[src/rtl/ref_edge_sampler.sv]
`default_nettype none
// ============================================================================
// Module   : ref_edge_sampler
// Purpose  : Brings ref_clk into the nsh_clk domain and detects its rising
//            edge. The edge pulse runs down a tap line. The selected taps
//            drive a sample strobe that latches the DLF word and band code,
//            and a decimation strobe. All loads use enables on nsh_clk.
// Options  : REF_WATCHDOG_EN - compiles in the missing-reference watchdog
//            that drives ref_lost. Without it, ref_lost is tied to 0.
// Revision : 1.0 - initial release
// ============================================================================
module ref_edge_sampler #(
  parameter int DW          = 16,
  parameter int OSW         = 8,
  parameter int BW          = 8,
  parameter int SYNC_STAGES = 2,
  parameter int LAG_DEPTH   = 4,
  parameter int TIMEOUT     = 1024,
  localparam int LW         = $clog2(LAG_DEPTH)
) (
  input  logic              nsh_clk,
  input  logic              rst,
  input  logic              ref_clk,
  input  logic [DW-1:0]     dlf_out,
  input  logic [BW-1:0]     band,
  input  logic [LW-1:0]     smpl_lag,
  input  logic [LW-1:0]     dec_lag,
  output logic [OSW-1:0]    s_os,
  output logic [DW-OSW-1:0] s_mtrx,
  output logic [BW-1:0]     s_band,
  output logic              smpl_stb,
  output logic              dec_clk,
  output logic              ref_lost
);

  logic [SYNC_STAGES-1:0] r_sync;
  // r_fill tracks which sync stages hold real ref_clk samples rather than
  // reset values. Arming waits for a genuine low sample. Otherwise, a ref_clk
  // that is high at reset release would look like a rising edge.
  logic [SYNC_STAGES-1:0] r_fill;
  logic                   r_det;
  logic                   r_armed;
  logic [LAG_DEPTH-1:0]   r_tap;        // bit i holds tap[i+1]
  logic [LW-1:0]          r_smpl_lag;
  logic [LW-1:0]          r_dec_lag;

  logic w_sync_last;
  logic w_pulse;
  logic w_taps_idle;
  logic w_smpl_hit;

  assign w_sync_last = r_sync[SYNC_STAGES-1];
  assign w_pulse     = w_sync_last & ~r_det & r_armed;
  assign w_taps_idle = (r_tap == '0);
  assign w_smpl_hit  = r_tap[r_smpl_lag];

  // Synchroniser chain, its fill marker and the edge-history flop
  always_ff @(posedge nsh_clk) begin
    if (rst) begin
      r_sync <= '0;
      r_fill <= '0;
      r_det  <= 1'b0;
    end else begin
      r_sync <= {r_sync[SYNC_STAGES-2:0], ref_clk};
      r_fill <= {r_fill[SYNC_STAGES-2:0], 1'b1};
      r_det  <= w_sync_last;
    end
  end

  // Arm once a real low level of ref_clk has reached the last sync stage
  always_ff @(posedge nsh_clk) begin
    if (rst) begin
      r_armed <= 1'b0;
    end else if (r_fill[SYNC_STAGES-1] && !w_sync_last) begin
      r_armed <= 1'b1;
    end
  end

  // Tap line; overlapping pulses shift through independently
  always_ff @(posedge nsh_clk) begin
    if (rst) begin
      r_tap <= '0;
    end else begin
      r_tap <= {r_tap[LAG_DEPTH-2:0], w_pulse};
    end
  end

  // Lag selects update only while the tap line is empty, so an in-flight edge never loses or duplicates a strobe
  always_ff @(posedge nsh_clk) begin
    if (rst) begin
      r_smpl_lag <= '0;
      r_dec_lag  <= '0;
    end else if (w_taps_idle) begin
      r_smpl_lag <= smpl_lag;
      r_dec_lag  <= dec_lag;
    end
  end

  // Sample registers load, and strobes fire, on the selected taps
  always_ff @(posedge nsh_clk) begin
    if (rst) begin
      s_os     <= '0;
      s_mtrx   <= '0;
      s_band   <= '0;
      smpl_stb <= 1'b0;
      dec_clk  <= 1'b0;
    end else begin
      smpl_stb <= w_smpl_hit;
      dec_clk  <= r_tap[r_dec_lag];
      if (w_smpl_hit) begin
        s_os   <= dlf_out[OSW-1:0];
        s_mtrx <= dlf_out[DW-1:OSW];
        s_band <= band;
      end
    end
  end

`ifdef REF_WATCHDOG_EN
  localparam int            c_wd_w   = $clog2(TIMEOUT + 1);
  localparam logic [c_wd_w-1:0] c_wd_max = c_wd_w'(TIMEOUT);
  localparam logic [c_wd_w-1:0] c_wd_pre = c_wd_w'(TIMEOUT - 1);
  localparam logic [c_wd_w-1:0] c_wd_one = c_wd_w'(1);

  logic [c_wd_w-1:0] r_wd;

  // Count cycles since the last edge pulse; saturate and flag loss at TIMEOUT
  always_ff @(posedge nsh_clk) begin
    if (rst) begin
      r_wd     <= '0;
      ref_lost <= 1'b0;
    end else if (w_pulse) begin
      r_wd     <= '0;
      ref_lost <= 1'b0;
    end else if (r_wd != c_wd_max) begin
      r_wd <= r_wd + c_wd_one;
      if (r_wd == c_wd_pre) begin
        ref_lost <= 1'b1;
      end
    end
  end
`else
  assign ref_lost = 1'b0;
`endif

endmodule
`default_nettype wire

[config.mk]
export PLATFORM = sky130hd
export DESIGN_NAME = ref_edge_sampler
export DESIGN_NICKNAME = d
export VERILOG_FILES = /design/src/rtl/ref_edge_sampler.sv
export SDC_FILE = /design/constraint.sdc
export NUM_CORES = 1
export LEC_CHECK = 0
export CAP_MARGIN = 30
export CORE_ASPECT_RATIO = 1.75
export CORE_MARGIN = 10
export CORE_UTILIZATION = 45
export DETAILED_ROUTE_END_ITERATION = 10
export PLACE_DENSITY = 0.87
export SYNTH_ARGS = -nofsm -noshare
export SYNTH_HDL_FRONTEND = slang
export SYNTH_SLANG_ARGS = --single-unit
[constraint.sdc]
create_clock -name nsh_clk -period 3.95 [get_ports nsh_clk]
set_input_delay 0.5925 -clock nsh_clk [delete_from_list [all_inputs] [get_ports nsh_clk]]
set_output_delay 0.5925 -clock nsh_clk [all_outputs]
set_load 0.01 [all_outputs]
# [Word-level counts from Yosys, hierarchy flattened]
# Index checks and enable logic that the tools add are counted.
[word_totals] regBits=40 latchBits=0 ramBits=0 mem_bits_ro=0 word_cells=26 mem_count=0
[classes] add_sub_neg=0 n_mul=0 div_mod_pow=0 order_cmp=2 n_eq_ne=0 n_shift=0 muxes=5 bitwise_logic=3 n_reduce_logical=3
[ops] op="$lt A2 B3 Y1 const B" count=2
[ops] op="$bmux W1 S2" count=2
[ops] op="$logic_not A4 Y1" count=1
[ops] op="$mux W1" count=3
[ops] op="$and A1 B1 Y1" count=2
[ops] op="$logic_and A1 B1 Y1" count=1
[ops] op="$logic_not A1 Y1" count=1
[ops] op="$not A1 Y1" count=1

# [Longest topological paths before layout]
# Gate-level depths: netlist (run 1).
[depth] word_depth=3 ltp_mapped=5 depth_no_buf=3

# [Worst setup path before layout (run 1)]
# No wires, ideal clock.
[synth_timing] path_type="flip-flop to flip-flop" from="register r_smpl_lag[1]" to="register s_band[0]" setup_time_ns=0.128 arrival_time_ns=1.298 required_ns=3.822 path_slack_ns=2.524 path_stages_with_launch=6 n_path_buf=2 period_less_slack_ns=1.426 cell_sequence="dfxtp_1 > mux4_2 > buf_6 > buf_12 > mux2i_1 > nor2_1"
[synth_between] elab_chain_cells=2
[synth_lines] element="from (decl)" line="44" source="logic [LW-1:0] r_smpl_lag;"
[synth_lines] element="from (signal assigned)" line="94" source="r_smpl_lag <= smpl_lag;"
[synth_lines] element="$bmux W1 S2" line="55" source="assign w_smpl_hit = r_tap[r_smpl_lag];"
[synth_lines] element="$mux W1 (not written as such)" line="55"
[synth_lines] element="to (signal assigned)" line="113" source="s_band <= band;"
[synth_lines] element="to (decl)" line="30" source="output logic [BW-1:0] s_band,"
# No other way between the ends. The select of a mux whose other input is x is not followed.
# A chain may end at the register's enable or synchronous reset.

# [Worst setup path after layout (run 1)]
[layout_timing] from="input rst" to="register r_tap[0]"
[layout_rtl] element="from (decl)" line="22" source="input logic rst,"
[layout_rtl] element="to (signal assigned)" line="84" source="r_tap <= {r_tap[LAG_DEPTH-2:0], w_pulse};"
[layout_rtl] element="to (decl)" line="43" source="logic [LAG_DEPTH-1:0] r_tap;"
# No word-level cell between the ends.

==> summary.txt, run 1 <==
Synthesis
  • Synth Instances: 122
  • Mapped Area: 0.00142 mm²
  • Post-synth EDFFs: 0
  • Synth top cells by count: 40 x dfxtp_1, 30 x nor2_1, 28 x mux2i_1
  • Distinct cells, synth: 18
  • Post-synthesis xor/xnor area fraction: 0%
  • Syn_nets: 153
  • Top cell type's share of synthesized area: 56.6%
  • Post-synth top flop: dfxtp_1
  • Register bit total from synthesis: 40
  • Simple-gate portion of the synthesized area: 13.8%
  • Most common cell in the netlist: dfxtp_1
  • Post-synth ARST share: 0%
  • Area share of fa/ha/maj cells after synthesis: 0%
  • Post-Syn Area per Cell: about 12 µm²
  • Top cells by area, synth: dfxtp_1 57%, mux2i_1 20%, nor2_1 8.0%
  • Largest family of logic cells by synthesized area: multiplexers
  • Synth area leader: dfxtp_1
  • Yosys warns: 0
  • Mux share of post-synthesis cell area: 23.3%
  • Register area share after synthesis: 56.6%
  • Complex-gate fraction of the synthesized area: 0.354%

Setup path
  • Crit Path Category: primary input to flop
  • Startpoint types: primary input
  • CP Buf/Inv Count: 2
  • Crit end category: flop
  • Depth of the most critical reg-to-reg path: 3
  • Worst path max stage delay: 0.90 ns
  • CP Depth: 3
  • Crit-path slowest cell: clkdlybuf4s50_1
  • Largest delay share family, worst path: buffers and inverters
  • Crit path max fanout: 28
  • CP cell instances: clkdlybuf4s50_1 > buf_4 > nor4b_1
  • Critical Path AT: ~2.2 ns
  • Req. time, crit path: 4.14 ns

Final layout
  • Nets: between 200 and 250
  • Area grow syn2layout: 46.2%
  • Layout cells sized above 1: 6.15%
  • # diodes: 0
  • FILL cells: ~220

STA
  • Crit path time final: around 2 ns
  • Slew HR: a little under two fifths
  • Post-route setup TNS: 0 ns
  • Fin crit share: between 40% and 50%
  • FMAX: 507 MHz
  • Skew final: approximately 0.005 ns
  • Worst setup margin: 1.98 ns
  • Setup violations, final: 0
  • RSZ-0062 raised after global routing: no
  • Final hold vios: 0
  • Worst-Margin Slew: roughly 0.95 ns
  • Fin. max-slew vios: 0

Floorplan
  • Row cnt: 26
  • Initial Util: between 40% and 50%
  • Core ar.: 0.00296 mm²
  • Number of I/O pins: 58
  • Chip width: 62.4 µm
  • Die area: 0.00588 mm²
  • Die Y: about 94 µm

Hold path
  • Worst hold path class: flop to flop
  • Hold Path Depth: 1

Drt
  • Wl on met1: between 1000 and 1500 µm
  • DRC violations left: 0
  • Met2 Wirelength: 1460 µm
  • First-pass DRT Iterations: 3
  • Via density: 4.61
  • Initial DRC Count: 39
  • Routed vias: slightly above 1000
  • Wire per inst: 14.5 µm
  • Detail Route Antenna Nets: 0
  • Met3 WL: around 290 µm
  • DR top layer: met4
  • Routed WL: 3200 µm

Clock network
  • Worst-path clk slew: 0.07 ns
  • Clk Latency, worst-skew pair: 0.28 ns
  • Clock sink count: 40
  • Post-cts sizing count: 0
  • CTS tree: done
  • Hold_buf cts: 0
  • CTS Buf Count: 5
  • CTS H-tree depth: 2
  • Post-CTS Setup Bufs: 0
  • Root Driver: clkbuf_8
  • Clock tree buffer depth: 2

Run status
  • Outcome: complete, no violations

GRT
  • Largest net degree at the start of global routing: 29
  • Vias in the first global route: 1111
  • First-pass GRT wire length: 5570 µm
  • GRT Total Usage: 11.5%
  • GRT overflow: 0
  • Initial antenna violation count: 0

Power
  • Part of the power in combinational logic: 6.6%
  • Peak VDD IR: 0.264 mV
  • Clock share of power: about two fifths
  • Int Power: 0.633 mW
  • Net Sw Frac: 18.9%
  • Static leakage: 0.772 nW
  • P_sw: around 0.15 mW
  • Power per cell area: 377 mW/mm²
  • Tot Pwr: between 0.7 and 0.8 mW
  • Sequential power share: 53.0%

Placed design
  • Port Buffers: 56
  • Placer Congestion: 0.640
  • Post-Place Worst Slack: 1.67 ns
  • DP Wirelength: 2530 µm

Job
  • Max-cap violations: 0
-- registers in the layout, summed over array words and instances (netlist names), 2 cells and up --
register / flops
r_tap: 4
r_smpl_lag: 2
s_band: 8
r_fill: 2
r_sync: 2
s_os: 8
s_mtrx: 8
r_dec_lag: 2
-- through the flow --
stage / instance area, µm² / hold WS [ns] / cells / util (%)
after CTS: 2070 / 0.391 / 221 / 69.9
after global placement: 1960 / 0.383 / 213 / 66.3
after detailed placement: 1960 / 0.386 / 213 / 66.3
after floorplan: 1420 / 0.374 / 122 / -
final: 2070 / 0.387 / 221 / 69.9
after global routing: 2070 / 0.401 / 221 / 69.9
-- power groups by stage --
stage | clock, mW | sequential, mW | combinational [mW]
global placement | 0 | 0.423 | 0.0500
floorplan | 0 | 0.422 | 0.0172
CTS | 0.323 | 0.414 | 0.0523
finish | 0.315 | 0.413 | 0.0515
global route | 0.338 | 0.414 | 0.0560
detailed placement | 0 | 0.423 | 0.0520
-- worst reg2reg max path: stages, from the launching register on --
cell	delay, ns
dfxtp_1	0.37
mux4_2	0.86
mux2i_1	0.28
nor2_1	0.06
-- layer usage --
layer  global-route usage [%]  up-vias
met5                        0        -
met4                     2.81        0
met3                     5.26        4
met2                     18.7       52
met1                     13.5      454
li1                         -      509
-- kinds of logic (layout without fill, tap and decap cells) --
| logic type | after synthesis | in the layout |
|---|---|---|
| other | 1 | 1 |
| AOI/OAI and AO/OA | 1 | 1 |
| DFF | 40 | 40 |
| buffers and inverters | 10 | 67 |
| muxes | 30 | 30 |
| and+or+nand+nor | 40 | 40 |
-- final timing paths --
path / startpoint / to / slack (ns)
setup reg to reg: r_smpl_lag[1] / s_mtrx[0] / 2.24
hold reg to reg: r_det / r_tap[0] / 0.39
hold / removal: r_det / r_tap[0] / 0.39
setup / recovery: rst / r_tap[0] / 1.98
-- placed cells by master, fill, tap and decap left out --
master and count:
a21oi_1 1, inv_1 2, buf_4 1, nor2b_2 1, clkinv_2 1, nor4_4 1, clkdlybuf4s50_1 56, mux4_1 1
nor2_1 30, clkbuf_8 5, clkbuf_1 1, conb_1 1, mux4_2 1, bufinv_16 1, nor2b_1 5, and2_1 2
mux2i_1 28, nor4b_1 1, dfxtp_1 40
-- final cells by class --
cell class,instances,area (µm²),area share [%]
well taps,42,52.6,2.54
repair buffers,57,568,27.4
multi-input cells,72,533,25.8
clock buffers,6,72.6,3.51
clock inverters,2,35.0,1.69
inverters,2,7.51,0.363
flip-flops and latches,40,801,38.7
(Power assumes the default switching activity.)
==> run 2, diff against run 1 <==
- CORE_UTILIZATION: 45 -> 38
- PLACE_DENSITY: 0.87 -> 0.79
- clock period: 3.95 -> 1.7 ns (I/O delays scaled with it)
==> run 2 against run 1 <==
Effect of this change:
- sequential share of layout area decreased by 0.64 points
- via count up 1.7%
- routed wire length up 3.4%
- first-iteration DRC count fell by 44%
==> summary.txt, run 2 (synthesized netlist as in run 1, its figures left out) <==
Setup path
  • Startpoint types: flop
  • Depth of the most critical reg-to-reg path: 4
  • CP cell instances: mux4_2 > buf_4 > mux2i_1 > nor2_1
  • Largest delay share family, worst path: multiplexers
  • Crit Path Category: flop to flop
  • Critical Path AT: 1.64 ns
  • CP Buf/Inv Count: 1
  • Crit path max fanout: 15
  • Crit end category: flop
  • Crit-path slowest cell: mux4_2
  • Req. time, crit path: between 1.5 and 2 ns
  • RR Startpoint: r_smpl_lag[1]
  • Crit Reg-Reg Endpoint: s_mtrx[2]
  • FF-to-FF setup slack: 0.23 ns
  • Worst path max stage delay: approximately 0.52 ns

STA
  • Worst setup margin: 0.226 ns
  • Crit path time final: 1.47 ns
  • Setup violations, final: 0
  • FMAX: 678 MHz
  • RSZ-0062 raised after global routing: no
  • Skew final: between 0.007 and 0.008 ns
  • Fin. max-slew vios: 0
  • Fin crit share: roughly 87%
  • Final hold vios: 0
  • Post-route setup TNS: 0 ns

Placed design
  • Port Buffers: between 50 and 60
  • DP Wirelength: between 2000 and 3000 µm
  • Dpl cell area: 0.00200 mm²
  • Placer Congestion: 0.727
  • Post-Place Worst Slack: 0.227 ns

Drt
  • Routed vias: 1036
  • Wire per inst: about 14 µm
  • Initial DRC Count: 22
  • Detail Route Antenna Nets: 0
  • Via density: 4.52
  • First-pass DRT Iterations: 4
  • DRC violations left: 0
  • Routed WL: 3310 µm

Floorplan
  • Die Y: 101 µm
  • Core ar.: 0.00363 mm²
  • Die area: 0.00666 mm²
  • Number of I/O pins: 58
  • Chip width: 66.1 µm
  • Initial Util: 39.0%
  • Row cnt: 29

GRT
  • Initial antenna violation count: 0
  • GRT met1 Usage: 10.5%
  • Vias in the first global route: 1110
  • GRT busiest layer: met2
  • GRT Total Usage: between 10% and 20%
  • Routing usage on met2: 15.8%
  • Largest net degree at the start of global routing: 16
  • GR Util met3: 6.90%
  • GRT overflow: 0
  • First-pass GRT wire length: approximately 5300 µm

Clock network
  • Clock tree buffer depth: 2
  • Worst-path clk slew: 0.07 ns
  • Post-cts sizing count: 0
  • Root Driver: clkbuf_8
  • Hold_buf cts: 0
  • CTS tree: done
  • CTS H-tree depth: 2
  • Post-CTS Setup Bufs: 0
  • Clk Latency, worst-skew pair: 0.29 ns
  • CTS Buf Count: 5
  • Clock sink count: 40

Job
  • Max-cap violations: 0

Power
  • Peak VDD IR: 0.794 mV
  • Power per cell area: 870 mW/mm²
  • Static leakage: 0.792 nW

Final layout
  • Area grow syn2layout: 48.7%
  • Most frequent cells in the layout: 56 x clkdlybuf4s50_1, 40 x dfxtp_1, 30 x nor2_1
  • Commonest non-fill, non-tap cell in the layout: clkdlybuf4s50_1
  • # diodes: 0
  • Nets: 213
  • Layout cells sized above 1: under 10%
  • Top Registers: s_band x8, s_mtrx x8, s_os x8
  • Final instance area: ~0.0021 mm²

Hold path
  • End of the worst hold path: r_tap[0]
  • Worst hold path class: flop to flop
  • Hold_sp: r_det
  • Hold Path Depth: 1

Run status
  • Outcome: complete, no violations
## run 2: changes by cell type in the layout (fill, tap and decap cells not counted), sizes merged
cell / change
buf: +4
## run 2: area by class of cell
class,instances,area [µm²]
inverter,2,7.51
timing repair buffer,61,598
clock inverter,2,35.0
clock buffer,6,72.6
multi-input combinational,72,533
fill,334,1520
tap,46,57.6
sequential,40,801
## run 2: how the worst max path moves through the flow
stage,from,end,slack [ns],cells past startpoint
2_1_floorplan,r_smpl_lag[1],s_os[6],0.27,5
3_3_place_gp,rst,s_mtrx[6],0.28,3
3_5_place_dp,r_smpl_lag[1],s_mtrx[2],0.23,4
4_1_cts,r_smpl_lag[1],s_mtrx[2],0.21,4
5_1_grt,r_smpl_lag[1],s_mtrx[2],0.11,4
6_report,r_smpl_lag[1],s_mtrx[2],0.23,4
## run 2: report_power, final
part	leakage (nW)	switching (mW)	internal [mW]
Combinational	0.412	0.0377	0.0851
Clock	0.0552	0.311	0.435
Sequential	0.325	0.00802	0.953
## run 2: worst register-to-register path, stage by stage, from the launching register on
cell and delay (ns):
dfxtp_1 0.36, mux4_2 0.52, buf_4 0.23, mux2i_1 0.17, nor2_1 0.06
## run 2: routing by layer
| layer | vias up | routed length [µm] |
|---|---|---|
| met4 | 0 | 30 |
| met3 | 3 | 433 |
| met2 | 53 | 1540 |
| li1 | 518 | - |
| met1 | 462 | 1310 |
| met5 | - | 0 |
## run 2: per-stage QoR
step / utilization [%] / hold WS (ns) / power [mW] / instances
detailed placement: 55.0 / 0.409 / 1.11 / 221
CTS: 58.0 / 0.439 / 1.85 / 229
global placement: 55.0 / 0.381 / 1.10 / 221
global route: 58.0 / 0.456 / 1.91 / 229
finish: 58.0 / 0.436 / 1.83 / 229
floorplan: - / 0.374 / 1.02 / 122
